**src/rtl/stopwatch_lap_core.sv**
```systemverilog
// Stopwatch core: BCD up/down timer with a tenth-second prescaler,
// a run/pause/done FSM and a small lap buffer with display readback.
module stopwatch_lap_core #(
  parameter int TICK_DIV   = 10_000_000,
  parameter int MIN_DIGITS = 1,
  parameter int LAP_DEPTH  = 4,
  localparam int W   = 4 * (MIN_DIGITS + 3),
  localparam int LCW = $clog2(LAP_DEPTH + 1)
) (
  input  logic           clk,
  input  logic           reset,
  input  logic           start,
  input  logic           stop,
  input  logic           clear,
  input  logic           lap,
  input  logic           count_down,
  input  logic [W-1:0]   preset_bcd,
  input  logic           view_lap,
  input  logic           lap_rd,
  output logic [W-1:0]   time_bcd,
  output logic [W-1:0]   disp_bcd,
  output logic           running,
  output logic           done,
  output logic [LCW-1:0] lap_count,
  output logic           lap_full
);

  localparam int PW  = $clog2(TICK_DIV);
  localparam int RPW = (LAP_DEPTH > 1) ? $clog2(LAP_DEPTH) : 1;

  typedef enum logic [1:0] {IDLE, RUN, PAUSE, DONE} state_t;

  state_t         state;
  logic [PW-1:0]  presc;
  logic           mode;
  logic           tick;
  logic           lap_act;
  logic           lap_ok;
  logic [W-1:0]   nxt_time;
  logic [RPW-1:0] rd_ptr;
  logic [LCW-1:0] rd_nxt;
  logic [W-1:0]   lap_mem [LAP_DEPTH];

  // One BCD step up or down; digit 2 is tens-of-seconds (0..5).
  function automatic logic [W-1:0] bcd_step(
    input logic [W-1:0] t,
    input logic         dn
  );
    logic [W-1:0] r;
    logic         c;
    logic [3:0]   d;
    logic [3:0]   mx;
    r = t;
    c = 1'b1;
    for (int i = 0; i < W / 4; i++) begin
      d  = t[4*i +: 4];
      mx = (i == 2) ? 4'd5 : 4'd9;
      if (c) begin
        if (dn) begin
          if (d == 4'd0) d = mx;
          else begin
            d = d - 4'd1;
            c = 1'b0;
          end
        end else begin
          if (d == mx) d = 4'd0;
          else begin
            d = d + 4'd1;
            c = 1'b0;
          end
        end
      end
      r[4*i +: 4] = d;
    end
    return r;
  endfunction

  assign nxt_time = bcd_step(time_bcd, mode);
  assign tick     = (state == RUN) && (presc == PW'(TICK_DIV - 1));
  assign running  = (state == RUN);
  assign done     = (state == DONE);
  assign lap_act  = lap && !clear && (state == RUN || state == PAUSE);
  assign lap_ok   = lap_act && (lap_count != LCW'(LAP_DEPTH));
  assign rd_nxt   = LCW'(rd_ptr) + LCW'(1);

  always_ff @(posedge clk or negedge reset) begin
    if (!reset) begin
      state    <= IDLE;
      presc    <= '0;
      mode     <= 1'b0;
      time_bcd <= '0;
    end else if (clear) begin
      state    <= IDLE;
      presc    <= '0;
      time_bcd <= count_down ? preset_bcd : '0;
    end else begin
      unique case (state)
        IDLE: begin
          if (start && !stop) begin
            mode  <= count_down;
            presc <= '0;
            state <= (count_down && time_bcd == '0) ? DONE : RUN;
          end
        end
        RUN: begin
          presc <= tick ? '0 : presc + PW'(1);
          if (stop) state <= PAUSE;
          if (tick) begin
            time_bcd <= nxt_time;
            // reaching zero wins over a coincident stop
            if (mode && nxt_time == '0) state <= DONE;
          end
        end
        PAUSE: begin
          if (start && !stop) state <= RUN;
        end
        DONE: ;
      endcase
    end
  end

  always_ff @(posedge clk or negedge reset) begin
    if (!reset) begin
      lap_count <= '0;
      lap_full  <= 1'b0;
      rd_ptr    <= '0;
      disp_bcd  <= '0;
    end else begin
      if (!view_lap)            disp_bcd <= time_bcd;
      else if (lap_count != 0)  disp_bcd <= lap_mem[rd_ptr];
      else                      disp_bcd <= '0;
      if (clear) begin
        lap_count <= '0;
        lap_full  <= 1'b0;
        rd_ptr    <= '0;
      end else begin
        if (lap_ok) lap_count <= lap_count + LCW'(1);
        if (lap_act && !lap_ok) lap_full <= 1'b1;
        if (lap_rd && lap_count != 0)
          rd_ptr <= (rd_nxt == lap_count) ? '0 : RPW'(rd_nxt);
      end
    end
  end

  always_ff @(posedge clk) begin
    if (lap_ok) lap_mem[RPW'(lap_count)] <= time_bcd;
  end

endmodule

```
**config.mk**
```make
export PLATFORM = sky130hd
export DESIGN_NAME = stopwatch_lap_core
export DESIGN_NICKNAME = d
export VERILOG_FILES = /design/src/rtl/stopwatch_lap_core.sv
export SDC_FILE = /design/constraint.sdc
export NUM_CORES = 1
export LEC_CHECK = 0
export ABC_AREA = 1
export CORE_ASPECT_RATIO = 0.7
export CORE_UTILIZATION = 35
export CTS_CLUSTER_SIZE = 12
export DETAILED_ROUTE_END_ITERATION = 10
export GPL_TIMING_DRIVEN = 0
export PLACE_DENSITY = 0.63
export SLEW_MARGIN = 40
export SYNTH_ARGS = -nofsm -noshare
export SYNTH_HDL_FRONTEND = slang
export SYNTH_SLANG_ARGS = --single-unit
```
**constraint.sdc**
```tcl
create_clock -name clk -period 3.7 [get_ports clk]
set_clock_uncertainty 0.2 [all_clocks]
set_input_delay 0.74 -clock clk [delete_from_list [all_inputs] [get_ports clk]]
set_output_delay 0.74 -clock clk [all_outputs]
set_load 0.005 [all_outputs]
```
# --- After elaboration in Yosys (flattened, before gate mapping) ---
# Memory sizes are Yosys's and may differ from the RTL's.
# Cells that the tools add are included.
classes:
  add_sub_neg: 11
  n_eq_ne: 12
  muxes: 53
  bitwise: 1
  n_reduce_logical: 32
op_table:
  columns: ["operator", "n"]
  rows:
  - ["$mux 16", 6]
  - ["$mux 24", 3]
  - ["$mux 4", 15]
  - ["$pmux 24 s2", 1]
  - ["$logic_not 16->1", 2]
  - ["$add 24x1->24 const B", 1]
  - ["$eq 24x24->1 const B", 1]
  - ["$mux 2", 10]
  - ["$add 4x1->4 const B", 4]
  - ["$logic_not 4->1", 4]
  - ["$sub 4x1->4 const B", 4]
  - ["$mux 1", 15]
  - ["$eq 4x4->1 const B", 3]
  - ["$reduce_bool 2->1", 5]
  - ["$logic_and 1x1->1", 9]
  - ["$mux 3", 2]
  - ["$ne 3x3->1 const B", 2]
  - ["$pmux 2 s3", 1]
  - ["$reduce_and 3->1", 2]
  - ["$reduce_bool 3->1", 2]
  - ["$eq 2x2->1 const B", 2]
  - ["$eq 4x3->1 const B", 1]
  - ["$reduce_and 2->1", 2]
  - ["$reduce_bool 4->1", 1]
  - ["other kinds (9)", 11]
word_totals:
  ff_bits: 65
  ramBits: 64
  inputBits: 25
  out_inout_bits: 38
  elab_cells: 118
  mem_count: 1
memory_table:
  columns: ["name", "words", "width", "rd", "rd_ports_with_merged_regs", "wr", "line", "source"]
  rows:
  - ["lap_mem", 4, 16, 1, 0, 1, "42", "logic [W-1:0] lap_mem [LAP_DEPTH];"]

# --- Longest topological paths before layout ---
logic_depth:
  ltp_word: 12
  depth_mapped: 17
  ltp_nobuf: 17

# --- Worst setup path after synthesis ---
# OpenSTA, ideal clock, no wires.
synth_timing:
  path_type: "reg-to-reg"
  startpoint: "register state[1]"
  endpoint: "memory lap_mem[3][0] (netlist bit) (enable)"
  setup_ns: 0.391
  arrival_time_ns: 1.883
  required_time_ns: 3.109
  slack_ns: 1.226
  stages_incl_launch_ff: 7
  n_path_buf: 0
  period_less_slack_ns: 2.474
  cell_sequence: "dfrtp_1 inv_1 ha_1 nand2_1 nor2_1 o21ai_1 nor2_1"
synth_via:
  elab_chain_len: 6
  elab_cells_between_ends: 7
  classes_between: "eq/ne: 2; mux: 2; reduce/logical: 3"
synth_rtl:
  columns: ["item", "line", "source"]
  rows:
  - ["from (decl)", "33", "state_t state;"]
  - ["from (signal assigned)", "102", "state <= (count_down && time_bcd == '0) ? DONE : RUN;"]
  - ["$eq 2x1->1 / $eq 2x2->1 (equally long branches)", "82", "assign lap_act = lap && !clear && (state == RUN || state == PAUSE);"]
  - ["$logic_or 1x1->1 *", "82", null]
  - ["$logic_and 1x1->1 *", "82", null]
  - ["$logic_and 1x1->1 *", "83", "assign lap_ok = lap_act && (lap_count != LCW'(LAP_DEPTH));"]
  - ["$mux 1 *", "146", "if (lap_ok) lap_mem[RPW'(lap_count)] <= time_bcd;"]
  - ["$mux 1 (implied by the code) *", "146", null]
  - ["to (decl)", "42", null]
# Every way passes the cells marked *; elsewhere a longest branch is shown, timed or not.

# --- Worst setup path in the final report ---
layout_timing:
  startpoint: "register state[1]"
  endpoint: "output port running"
layout_via:
  elab_chain_len: 1
layout_rtl:
  columns: ["item", "line", "source"]
  rows:
  - ["$eq 2x1->1", "80", "assign running = (state == RUN);"]
  - ["to (decl)", "22", "output logic running,"]
# No other way between the ends.

==> flow_summary.ini <==
[outcome]
status = finished, final reports clean

[cts]
numCtsBuffers = 17
cts.sinks = 129
cts_tree = built
ctsResizeCount = 0
cts.path.max_buffers = 2
htree_levels = 4
clk_latency_ns = 0.43
clk_pin_slew_worst_paths_ns = 0.06
postCtsSetupRepairBufs = 0
cts_root_buf = clkbuf_16

[finish]
final_cells = 1067
final_cell_mix = nand2_1 (144), nor2_1 (89), o21ai_0 (69)
nets = 853
regArea_um2 = 3550
final.fill_count = 1767
final_area_um2 = 8110
layout_commonest_cell = nand2_1
finish.utilization = 0.449
multi_input_area_um2 = 2610
diodes = 0
syn_to_final_growth_pct = 25.5
drive_gt1_frac = 0.0927

[pwr]
comb_power_share = 0.322
p_leak_nw = 3.33
power_frac_seq = 0.350
power_frac_clock = 0.329
p_per_area_nw_per_um2 = 681
p_sw_frac = 0.360
finalPower_mw = 5.53
peakVddDrop_v = 0.000362
power_switching_mw = 1.99
internal_power_mw = 3.54

[global_route]
grt.overflow.total = 0
grt_pass1_wl_um = 28900
grtUsageTotal = 0.203
antenna_found_initial = 0
grt_max_degree = 40
grt_pass1_vias = 5266

[synth]
async_flop_share = 0.504
yosys.area_share.xor_xnor = 0.0149
synth_mux_area_frac = 0
synth.top_cells.by_area = edfxtp_1 (30%), dfrtp_1 (25%), nand2_1 (8.4%), nor2_1 (5.4%), o21ai_0 (5.3%)
synthAdderAreaFrac = 0.0194
avgSynthCellArea_um2 = 8.82
synth_compound_area_frac = 0.132
syn_area_um2 = 6460
synth_edf_count = 64
synthesis.instances = 733
synth_top_cell_by_area = edfxtp_1
seq_area_frac_synth = 0.549
synth_top_family_by_area = simple AND/OR/NAND/NOR gates
yosysUniqueCellTypes = 42
yosysWarnings = 0
ys_ff_latch = 129
syn_nets = 768
synthFlopType = dfrtp_1
synth_top_area_share = 0.297
yosys.area_share.simple = 0.231

[floorplanning]
die-area_um2 = 19000
fp.dieW_um = 164
die_h_um = 116
io-pin-count = 63
core_um2 = 18100
num_rows = 41
start_util = 0.358

[critical_path]
path_cells = inv_1 > ha_1 > clkdlybuf4s50_1
crit_path_max_incr_delay_ns = 0.56
critPathKind = reg -> out
critPathTopFamily = buffers and inverters
cp_max_fo = 7
ff2ff_path_depth = 12
rrSetupSlack_ns = 1.03
endpoint_kind = primary output
worstSetupStartpointType = flop
cp.buffers_inverters = 2
required_ns = 2.76
r2r-start = state[1]
cpMaxStageDelayCell = clkdlybuf4s50_1
timing.rr.end = time_bcd[4]
arrival_ns = 1.93

[sta]
setup_ws_ns = 0.834
tightest_slew_ns = 0.716
final_hold_viol_count = 0
rsz0062_at_grt = false
timing.fmax_mhz = 349
tns_ns = 0
max-slew-margin-rel = 0.523
fin_crit_ns = 2.87
setup_viol = 0
finalMaxSlewViolations = 0
finalCritPeriodShare = 0.775
hold_slack_ns = 0.316

[min_path]
min_from = presc[6]
min_path_cells = 2
min_to = presc[6]
hp-class = reg -> reg

[place]
gp_congestion = 0.922
dp.cells = 1034
dpl_cell_area_um2 = 7460
dp_hpwl_um = 13000
io_buffers = 62
pre_cts_ws_ns = 0.536

[drt]
first_iter_violations = 642
post-route-drc-count = 0
routed_via_density = 5.20
avgRoutedWirePerCell_um = 17.0
drt.antenna.violating_nets = 0
wirelength_um = 18100
dr.pass1.iters = 5
vias = 5547

[flow_run]
maxCapViolations = 0
==> registers in the layout (all words and copies together) (netlist names) <==
name       cells
lap_count      3
disp_bcd      16
rd_ptr         2
lap_full       1
time_bcd      16
mode           1
lap_mem       64
presc         24
state          2
==> kinds of logic after synthesis <==
kind of cell             after synthesis
buffers and inverters                 90
AO/OA/AOI/OAI                        151
adder cells (fa/ha/maj)               10
AND/OR/NAND/NOR                      342
flip-flops                           129
XOR/XNOR                              11
==> power groups by stage <==
| stage | sequential (mW) | combinational (mW) | clock, mW |
|---|---|---|---|
| floorplan | 1.89 | 1.10 | 0 |
| finish | 1.93 | 1.78 | 1.82 |
| global route | 1.96 | 2.00 | 1.89 |
| global placement | 1.96 | 1.71 | 0 |
| CTS | 1.93 | 1.77 | 1.83 |
| detailed placement | 1.96 | 1.75 | 0 |
==> Yosys cell counts (4+ instances only) <==
cell type and count:
nor3_1 12, nand2_2 6, clkbuf_1 17, dfrtp_1 65
a21oi_1 32, o22ai_1 17, nand2_1 144, edfxtp_1 64
inv_1 55, ha_1 10, o21ai_0 69, nand3_1 58
nand4_1 11, a22oi_1 14, nor2_1 93, xor2_1 8
nor2_2 6, buf_2 4, inv_2 11
==> worst max-delay path by stage <==
stage / to / start / cells past startpoint / slack, ns
CTS: running / state[1] / 3 / 0.81
global placement: presc[9] / reset / 1 / -0.69
global route: running / state[1] / 3 / 0.71
finish: running / state[1] / 3 / 0.83
floorplan: lap_mem[3][0] / state[1] / 6 / 1.23
detailed placement: presc[13] / clear / 12 / 0.54
==> area by class of cell <==
cell class	count	area share
clock buffer	19	0.0558
tap	236	0.0364
timing repair buffer	66	0.0841
multi-input combinational	514	0.321
inverter	67	0.0310
clock inverter	13	0.0227
buffer	23	0.0114
sequential	129	0.437
==> routing by layer <==
| layer | part of all wire | wire (um) | track usage | up-vias |
|---|---|---|---|---|
| li1 | - | - | - | 2684 |
| met1 | 0.52 | 9350 | 0.315 | 2660 |
| met2 | 0.40 | 7250 | 0.278 | 183 |
| met3 | 0.069 | 1250 | 0.0401 | 20 |
| met4 | 0.014 | 252 | 0.0679 | 0 |
| met5 | 0 | 0 | 0 | - |
==> worst register-to-register path, cell delays in order, from the launching register on <==
cell and delay, ns:
dfrtp_1 0.43, inv_1 0.11, ha_1 0.31, nand2_1 0.11, nor2_1 0.04, nand3_1 0.09
nor2_1 0.05, nand2_1 0.10, nand2_2 0.11, inv_2 0.09, buf_2 0.23, buf_1 0.46
a22oi_1 0.19
==> what timing repair did <==
item                                    4_1_cts  5_1_grt
endpoints found under the setup margin        0        0
endpoints found under the hold margin        26        0
hold buffers                                  1        0
Note: power is estimated with default switching activity, not from simulation.
